[config.mk]
export PLATFORM = sky130hd
export DESIGN_NAME = bram_port_arbiter_flat
export DESIGN_NICKNAME = d
export VERILOG_FILES = /design/src/rtl/bram_port_arbiter_if.sv /design/src/rtl/bram_port_arbiter.sv /design/src/flat_wrapper.sv
export SDC_FILE = /design/constraint.sdc
export NUM_CORES = 1
export LEC_CHECK = 0
export BUFFER_PORTS_ARGS = -buffer_cell sky130_fd_sc_hd__buf_2
export CORE_AREA = 4 4 108 110
export DETAILED_ROUTE_END_ITERATION = 16
export DIE_AREA = 0 0 112 114
export PLACE_DENSITY = 0.84
export SYNTH_ARGS = -nofsm -noshare
export SYNTH_HDL_FRONTEND = slang
export SYNTH_SLANG_ARGS = --single-unit
[constraint.sdc]
create_clock -name clk -period 3.8 [get_ports clk]
set_input_delay 0.57 -clock clk [delete_from_list [all_inputs] [get_ports clk]]
set_output_delay 0.57 -clock clk [all_outputs]
set_load 0.005 [all_outputs]
[src/rtl/bram_port_arbiter_if.sv]
// Requester-side BRAM access channel: one request/ack handshake per transaction.
// The requester drives the master modport and the arbiter owns the slave modport.
`timescale 1ns/1ps
interface bram_port_arbiter_if;
    logic        req;
    logic        we;
    logic [31:0] addr;
    logic [31:0] wdata;
    logic [31:0] rdata;
    logic        ack;
    logic        stall;

    modport master (output req, we, addr, wdata, input rdata, ack, stall);
    modport slave  (input req, we, addr, wdata, output rdata, ack, stall);
endinterface

[src/rtl/bram_port_arbiter.sv]
// Shares one BRAM port between the CPU and the boot loader, covering read latency
// with a counter and holding the CPU off the port until the loader reports boot done.
`timescale 1ns/1ps
module bram_port_arbiter #(
    parameter int BRAM_SIZE    = 18,
    parameter int READ_LATENCY = 2,
    parameter bit BOOT_LOCK    = 1'b1
) (
    input  logic                 clk,
    input  logic                 rst,
    bram_port_arbiter_if.slave   cpu,
    bram_port_arbiter_if.slave   ldr,
    input  logic                 i_boot_done,
    output logic                 o_run,
    output logic [BRAM_SIZE-1:0] o_bram_addra,
    output logic [31:0]          o_bram_dina,
    output logic                 o_bram_wea,
    input  logic [31:0]          i_bram_douta
);

    typedef enum logic [1:0] {IDLE = 2'd0, WR = 2'd1, RD = 2'd2} state_t;

    state_t               r_state;
    state_t               w_nextState;
    logic                 r_grantB;
    logic                 r_lastGrantB;
    logic                 r_booting;
    logic                 r_ackHold;
    logic [3:0]           r_cnt;
    logic [BRAM_SIZE-1:0] r_bramAddr;
    logic [31:0]          r_bramDin;
    logic                 r_bramWe;
    logic                 r_cAck;
    logic                 r_bAck;
    logic [31:0]          r_cRdata;
    logic [31:0]          r_bRdata;

    logic                 w_cReq;
    logic                 w_bReq;
    logic                 w_accept;
    logic                 w_grantB;
    logic                 w_capture;
    logic                 w_we;
    logic [31:0]          w_addr;
    logic [31:0]          w_wdata;
    logic                 w_unused;

    always_ff @(posedge clk) begin
        if (rst) r_state <= IDLE;
        else     r_state <= w_nextState;
    end

    // r_ackHold keeps the IDLE cycle that carries a read ack from accepting a new request
    always_comb begin
        w_nextState = r_state;
        w_accept    = 1'b0;
        w_grantB    = r_grantB;
        w_capture   = 1'b0;
        w_cReq      = cpu.req & ~r_booting;
        w_bReq      = ldr.req;
        case (r_state)
            IDLE: begin
                if (!r_ackHold && (w_cReq || w_bReq)) begin
                    w_accept    = 1'b1;
                    w_grantB    = (w_cReq && w_bReq) ? ~r_lastGrantB : w_bReq;
                    w_nextState = (w_grantB ? ldr.we : cpu.we) ? WR : RD;
                end
            end
            WR: w_nextState = IDLE;
            RD: begin
                if (r_cnt == 4'(READ_LATENCY)) begin
                    w_capture   = 1'b1;
                    w_nextState = IDLE;
                end
            end
            default: w_nextState = IDLE;
        endcase
        w_we    = w_grantB ? ldr.we    : cpu.we;
        w_addr  = w_grantB ? ldr.addr  : cpu.addr;
        w_wdata = w_grantB ? ldr.wdata : cpu.wdata;
    end

    always_ff @(posedge clk) begin
        if (rst) begin
            r_grantB     <= 1'b0;
            r_lastGrantB <= 1'b1;
            r_booting    <= BOOT_LOCK;
            r_ackHold    <= 1'b0;
            r_cnt        <= '0;
            r_bramAddr   <= '0;
            r_bramDin    <= '0;
            r_bramWe     <= 1'b0;
            r_cAck       <= 1'b0;
            r_bAck       <= 1'b0;
            r_cRdata     <= '0;
            r_bRdata     <= '0;
        end else begin
            r_cAck    <= 1'b0;
            r_bAck    <= 1'b0;
            r_bramWe  <= 1'b0;
            r_ackHold <= w_capture;
            if (i_boot_done) r_booting <= 1'b0;
            if (w_accept) begin
                r_grantB     <= w_grantB;
                r_lastGrantB <= w_grantB;
                r_bramAddr   <= w_addr[BRAM_SIZE+1:2];
                r_bramDin    <= w_wdata;
                r_cnt        <= '0;
                if (w_we) begin
                    r_bramWe <= 1'b1;
                    if (w_grantB) r_bAck <= 1'b1;
                    else          r_cAck <= 1'b1;
                end
            end
            if (r_state == RD && !w_capture) r_cnt <= r_cnt + 4'd1;
            if (w_capture) begin
                if (r_grantB) begin
                    r_bRdata <= i_bram_douta;
                    r_bAck   <= 1'b1;
                end else begin
                    r_cRdata <= i_bram_douta;
                    r_cAck   <= 1'b1;
                end
            end
        end
    end

    assign cpu.ack      = r_cAck;
    assign cpu.rdata    = r_cRdata;
    assign cpu.stall    = cpu.req & ~r_cAck;
    assign ldr.ack      = r_bAck;
    assign ldr.rdata    = r_bRdata;
    assign ldr.stall    = ldr.req & ~r_bAck;
    assign o_run        = ~r_booting;
    assign o_bram_addra = r_bramAddr;
    assign o_bram_dina  = r_bramDin;
    assign o_bram_wea   = r_bramWe;
    assign w_unused     = ^{w_addr[31:BRAM_SIZE+2], w_addr[1:0]};

endmodule

[src/flat_wrapper.sv]
// flat-port wrapper written by rule: the top's interface ports become plain ports
module bram_port_arbiter_flat 
#(
    parameter int BRAM_SIZE    = 18,
    parameter int READ_LATENCY = 2,
    parameter bit BOOT_LOCK    = 1'b1
)
  (clk, rst, i_boot_done, o_run, o_bram_addra, o_bram_dina, o_bram_wea, i_bram_douta, cpu_req, cpu_we, cpu_addr, cpu_wdata, cpu_rdata, cpu_ack, cpu_stall, ldr_req, ldr_we, ldr_addr, ldr_wdata, ldr_rdata, ldr_ack, ldr_stall);
  bram_port_arbiter_if cpu_i ();
  bram_port_arbiter_if ldr_i ();
  input  logic clk;
  input  logic rst;
  input  logic i_boot_done;
  output logic o_run;
  output logic [BRAM_SIZE-1:0] o_bram_addra;
  output logic [31:0] o_bram_dina;
  output logic o_bram_wea;
  input  logic [31:0] i_bram_douta;
  input wire logic [$bits(cpu_i.req)-1:0] cpu_req;
  input wire logic [$bits(cpu_i.we)-1:0] cpu_we;
  input wire logic [$bits(cpu_i.addr)-1:0] cpu_addr;
  input wire logic [$bits(cpu_i.wdata)-1:0] cpu_wdata;
  output wire logic [$bits(cpu_i.rdata)-1:0] cpu_rdata;
  output wire logic [$bits(cpu_i.ack)-1:0] cpu_ack;
  output wire logic [$bits(cpu_i.stall)-1:0] cpu_stall;
  input wire logic [$bits(ldr_i.req)-1:0] ldr_req;
  input wire logic [$bits(ldr_i.we)-1:0] ldr_we;
  input wire logic [$bits(ldr_i.addr)-1:0] ldr_addr;
  input wire logic [$bits(ldr_i.wdata)-1:0] ldr_wdata;
  output wire logic [$bits(ldr_i.rdata)-1:0] ldr_rdata;
  output wire logic [$bits(ldr_i.ack)-1:0] ldr_ack;
  output wire logic [$bits(ldr_i.stall)-1:0] ldr_stall;
  assign cpu_i.req = cpu_req;
  assign cpu_i.we = cpu_we;
  assign cpu_i.addr = cpu_addr;
  assign cpu_i.wdata = cpu_wdata;
  assign cpu_rdata = cpu_i.rdata;
  assign cpu_ack = cpu_i.ack;
  assign cpu_stall = cpu_i.stall;
  assign ldr_i.req = ldr_req;
  assign ldr_i.we = ldr_we;
  assign ldr_i.addr = ldr_addr;
  assign ldr_i.wdata = ldr_wdata;
  assign ldr_rdata = ldr_i.rdata;
  assign ldr_ack = ldr_i.ack;
  assign ldr_stall = ldr_i.stall;
  bram_port_arbiter #(.BRAM_SIZE(BRAM_SIZE), .READ_LATENCY(READ_LATENCY), .BOOT_LOCK(BOOT_LOCK)) u_core (.clk(clk), .rst(rst), .cpu(cpu_i), .ldr(ldr_i), .i_boot_done(i_boot_done), .o_run(o_run), .o_bram_addra(o_bram_addra), .o_bram_dina(o_bram_dina), .o_bram_wea(o_bram_wea), .i_bram_douta(i_bram_douta));
endmodule
==> run summary <==
### Detailed routing
• **first-pass detailed-route iteration total** 4
• **post-route antenna net violation count** 0
• **drt initial violations** 334
• **DRC violation count after routing** 0
• **per-cell via count in the routed design** 5.01
• **wire length reported by the detailed router** 13.8 mm
• **average routed wire per standard cell** 14.4 µm
• **DR vias** 4794

### STA
• **number of hold violations in the final report** 0
• **worst hold slack across all endpoints** 0.243 ns
• **Total Neg Setup Slack** 0 ns
• **achievable clock frequency** 0.408 GHz
• **number of max-slew violations in the final report** 0
• **relative max-transition margin** 33.0%
• **RSZ-0062 raised after global routing** false
• **setup violators final** 0
• **shortest clock period the worst path allows after layout** 2.45 ns
• **clock skew after layout** 0.00465 ns
• **crit share post-route** 64.5%
• **Least-Margin Pin Slew** 1.01 ns

### Logic synthesis
• **sequential element share of the synthesized area** 51.1%
• **post-synthesis register bit count** 127
• **number of synthesized flops with an enable pin** 0
• **Avg Cell Area, Syn** 8.81 µm²
• **largest area contributor in the synthesized netlist** sky130_fd_sc_hd__dfxtp_1
• **library cells used by synthesis** 35
• **primary flip-flop cell chosen by synthesis mapping** sky130_fd_sc_hd__dfxtp_1
• **synthesized area** 4980 µm²
• **asr flop ratio synth** 0%
• **most used standard cells in the synthesized netlist** sky130_fd_sc_hd__dfxtp_1, sky130_fd_sc_hd__nand2_1, sky130_fd_sc_hd__a21oi_1, sky130_fd_sc_hd__nor2_1
• **top cells by area in the synthesized netlist** sky130_fd_sc_hd__dfxtp_1, sky130_fd_sc_hd__mux2i_1, sky130_fd_sc_hd__nand2_1
• **net count of the mapped netlist** 734
• **cell with the most instances after synthesis** sky130_fd_sc_hd__dfxtp_1
• **Gate Count Post-Synth** 565
• **warnings from Yosys** 0
• **area fraction of the dominant cell type after synthesis** 51.1%

### Global route
• **initial antenna violation count** 1
• **aggregate global-route resource usage** 21.2%
• **global-route wire length before repair** 21.6 mm
• **via count of the first global-routing pass** 4418
• **maximum number of pins on one net before global-route repair** 103
• **GRT Residual Overflow** 0

### Clocking
• **Root Buffer Master** sky130_fd_sc_hd__clkbuf_8
• **clock tree from TritonCTS** done
• **setup bufs post-CTS** 0
• **hold-fix buffers at CTS** 0
• **Clock Sinks** 127
• **# resized after CTS** 0
• **later-pin clock latency in the skew report** 0.51 ns
• **TritonCTS buffer count** 17
• **Worst-path clk slew** 0.06 ns
• **number of buffers on the longest clock path** 2
• **H-tree depth reported by CTS** 4

### Die
• **starting density of the core** 46.5%
• **top-level I/O count** 287
• **Die Y-Extent** 114 µm
• **Die Area** 12800 µm²
• **Placeable Area** 10700 µm²
• **row count** 38
• **die outline width** 112 µm

### Power
• **total leakage power** 3.30 nW
• **maximum vdd ir drop** 0.218 mV
• **total power divided by cell area** 518 nW/µm²

### Setup path
• **largest fanout on the critical path** 53
• **buffers and inverters on the worst path** 0
• **data arrival time of the critical path** 2.79 ns
• **Worst Path Class, Setup** reg2reg
• **startpoint type of the worst setup path** register
• **kind of end point of the critical path** register
• **maximum single-stage delay on the critical path** 0.79 ns
• **critical path cell sequence** nor3_1, nand3_4, mux2i_1, a211oi_1
• **Critical-path top delay cell** sky130_fd_sc_hd__nand3_4
• **required time of the worst setup path** 4.14 ns
• **cell family contributing the most delay on the critical path** simple AND/OR/NAND/NOR gates

### Place
• **post-placement cell count** 924
• **count of input and output buffers** 258
• **half-perimeter wire length after detailed placement** 10.2 mm
• **placer's final routability congestion estimate** 0.849

### Worst hold path
• **type of the tightest min-delay check** in2reg

### Finish
• **fraction of layout instances using a drive strength above 1** 38.1%
• **Layout Nets** 972
• **Cell Count, Final, Fillers Out** 957
• **layout overhead on the synthesized area** 38.4%

### Status
• **run status** completed

### Run
• **number of maximum-capacitance violations** 0

==> power by group <==
part,switching [W],internal (W)
clock,0.000595,0.00103
combinational,0.000261,0.000222
sequential,0.0000422,0.00142
==> final timing paths <==
kind | slack (ns) | from | end | cells past startpoint
worst max-delay path | 1.35 | u_core.r_state[1] | u_core.o_bram_dina[29] | 4
worst min-delay path | 0.24 | i_boot_done | u_core.r_booting | 2
worst max register to register | 1.35 | u_core.r_state[1] | u_core.o_bram_dina[29] | 4
worst min register to register | 0.45 | u_core.ldr.rdata[19] | u_core.ldr.rdata[19] | 2
==> cell families (layout without fill, tap and decap cells) <==
family,count (synthesis),count (layout),share of synthesized area (%)
AO/OA/AOI/OAI,128,128,15.7
adder cells (fa/ha/maj),2,2,0.503
buffers and inverters,48,299,4.95
flip-flops,127,127,51.1
multiplexers,50,50,10.1
other,0,1,0
AND/OR/NAND/NOR,210,210,17.7
==> worst reg2reg max path, stage by stage, from the launching register on <==
cell	delay (ns)
sky130_fd_sc_hd__dfxtp_1	0.32
sky130_fd_sc_hd__nor3_1	0.51
sky130_fd_sc_hd__nand3_4	0.79
sky130_fd_sc_hd__mux2i_1	0.54
sky130_fd_sc_hd__a211oi_1	0.12
==> cells in the final DEF (no fill, tap or decap), types with 2 or more instances in the layout <==
master                       Yosys  routed
sky130_fd_sc_hd__nand2_1       121     121
sky130_fd_sc_hd__nand2_2        10      10
sky130_fd_sc_hd__clkbuf_8        0       3
sky130_fd_sc_hd__mux2i_1        50      50
sky130_fd_sc_hd__nand3_1         5       4
sky130_fd_sc_hd__dfxtp_1       127     127
sky130_fd_sc_hd__clkinvlp_4      0       3
sky130_fd_sc_hd__buf_2          11     257
sky130_fd_sc_hd__nor2_1         52      52
sky130_fd_sc_hd__clkinv_2        0       3
sky130_fd_sc_hd__nor3_1          6       6
sky130_fd_sc_hd__nand3b_1        2       2
sky130_fd_sc_hd__clkinv_4        0       3
sky130_fd_sc_hd__clkbuf_16       0      16
sky130_fd_sc_hd__a211oi_1       50      50
sky130_fd_sc_hd__a21oi_1        70      70
sky130_fd_sc_hd__ha_1            2       2
sky130_fd_sc_hd__inv_1           3       3
sky130_fd_sc_hd__buf_4           8       7
sky130_fd_sc_hd__nor2b_1         5       5
sky130_fd_sc_hd__bufinv_16       0       3
==> metal layers <==
metal | up-vias | global-route usage, % | share of wire [%]
met3 | 25 | 4.88 | 8.8
met2 | 218 | 37.3 | 50
met5 | - | 0 | 0
li1 | 2422 | - | -
met1 | 2129 | 24.7 | 39
met4 | 0 | 9.29 | 2.3
==> area by class of cell <==
cell class | count | area, µm²
Antenna cell | 1 | 2.50
Clock buffer | 19 | 442
Clock inverter | 13 | 163
Fill cell | 937 | 3810
Inverter | 3 | 11.3
Multi-Input combinational cell | 390 | 2210
Sequential cell | 127 | 2540
Tap cell | 140 | 175
Timing Repair Buffer | 264 | 1340
==> state kept, by name (all words and copies together), names as in the netlist <==
name / cells
u_core.r_lastGrantB: 1
u_core.o_bram_addra: 18
u_core.o_bram_wea: 1
u_core.r_ackHold: 1
u_core.ldr.rdata: 32
u_core.o_bram_dina: 32
u_core.cpu.ack: 1
u_core.ldr.ack: 1
u_core.r_grantB: 1
u_core.r_booting: 1
u_core.r_cnt: 4
u_core.cpu.rdata: 32
u_core.r_state: 2
==> stage by stage <==
step | cell area, µm² | setup WS (ns) | total power (W) | util, %
final | 6890 | 1.35 | 0.00357 | 64.4
after global placement | 6280 | 1.46 | 0.00196 | 58.7
after global routing | 6890 | 1.18 | 0.00373 | 64.4
after detailed placement | 6280 | 1.41 | 0.00197 | 58.7
after CTS | 6890 | 1.38 | 0.00361 | 64.4
after floorplan | 4980 | 2.06 | 0.00177 | -
Power figures use the tool's default switching activity.
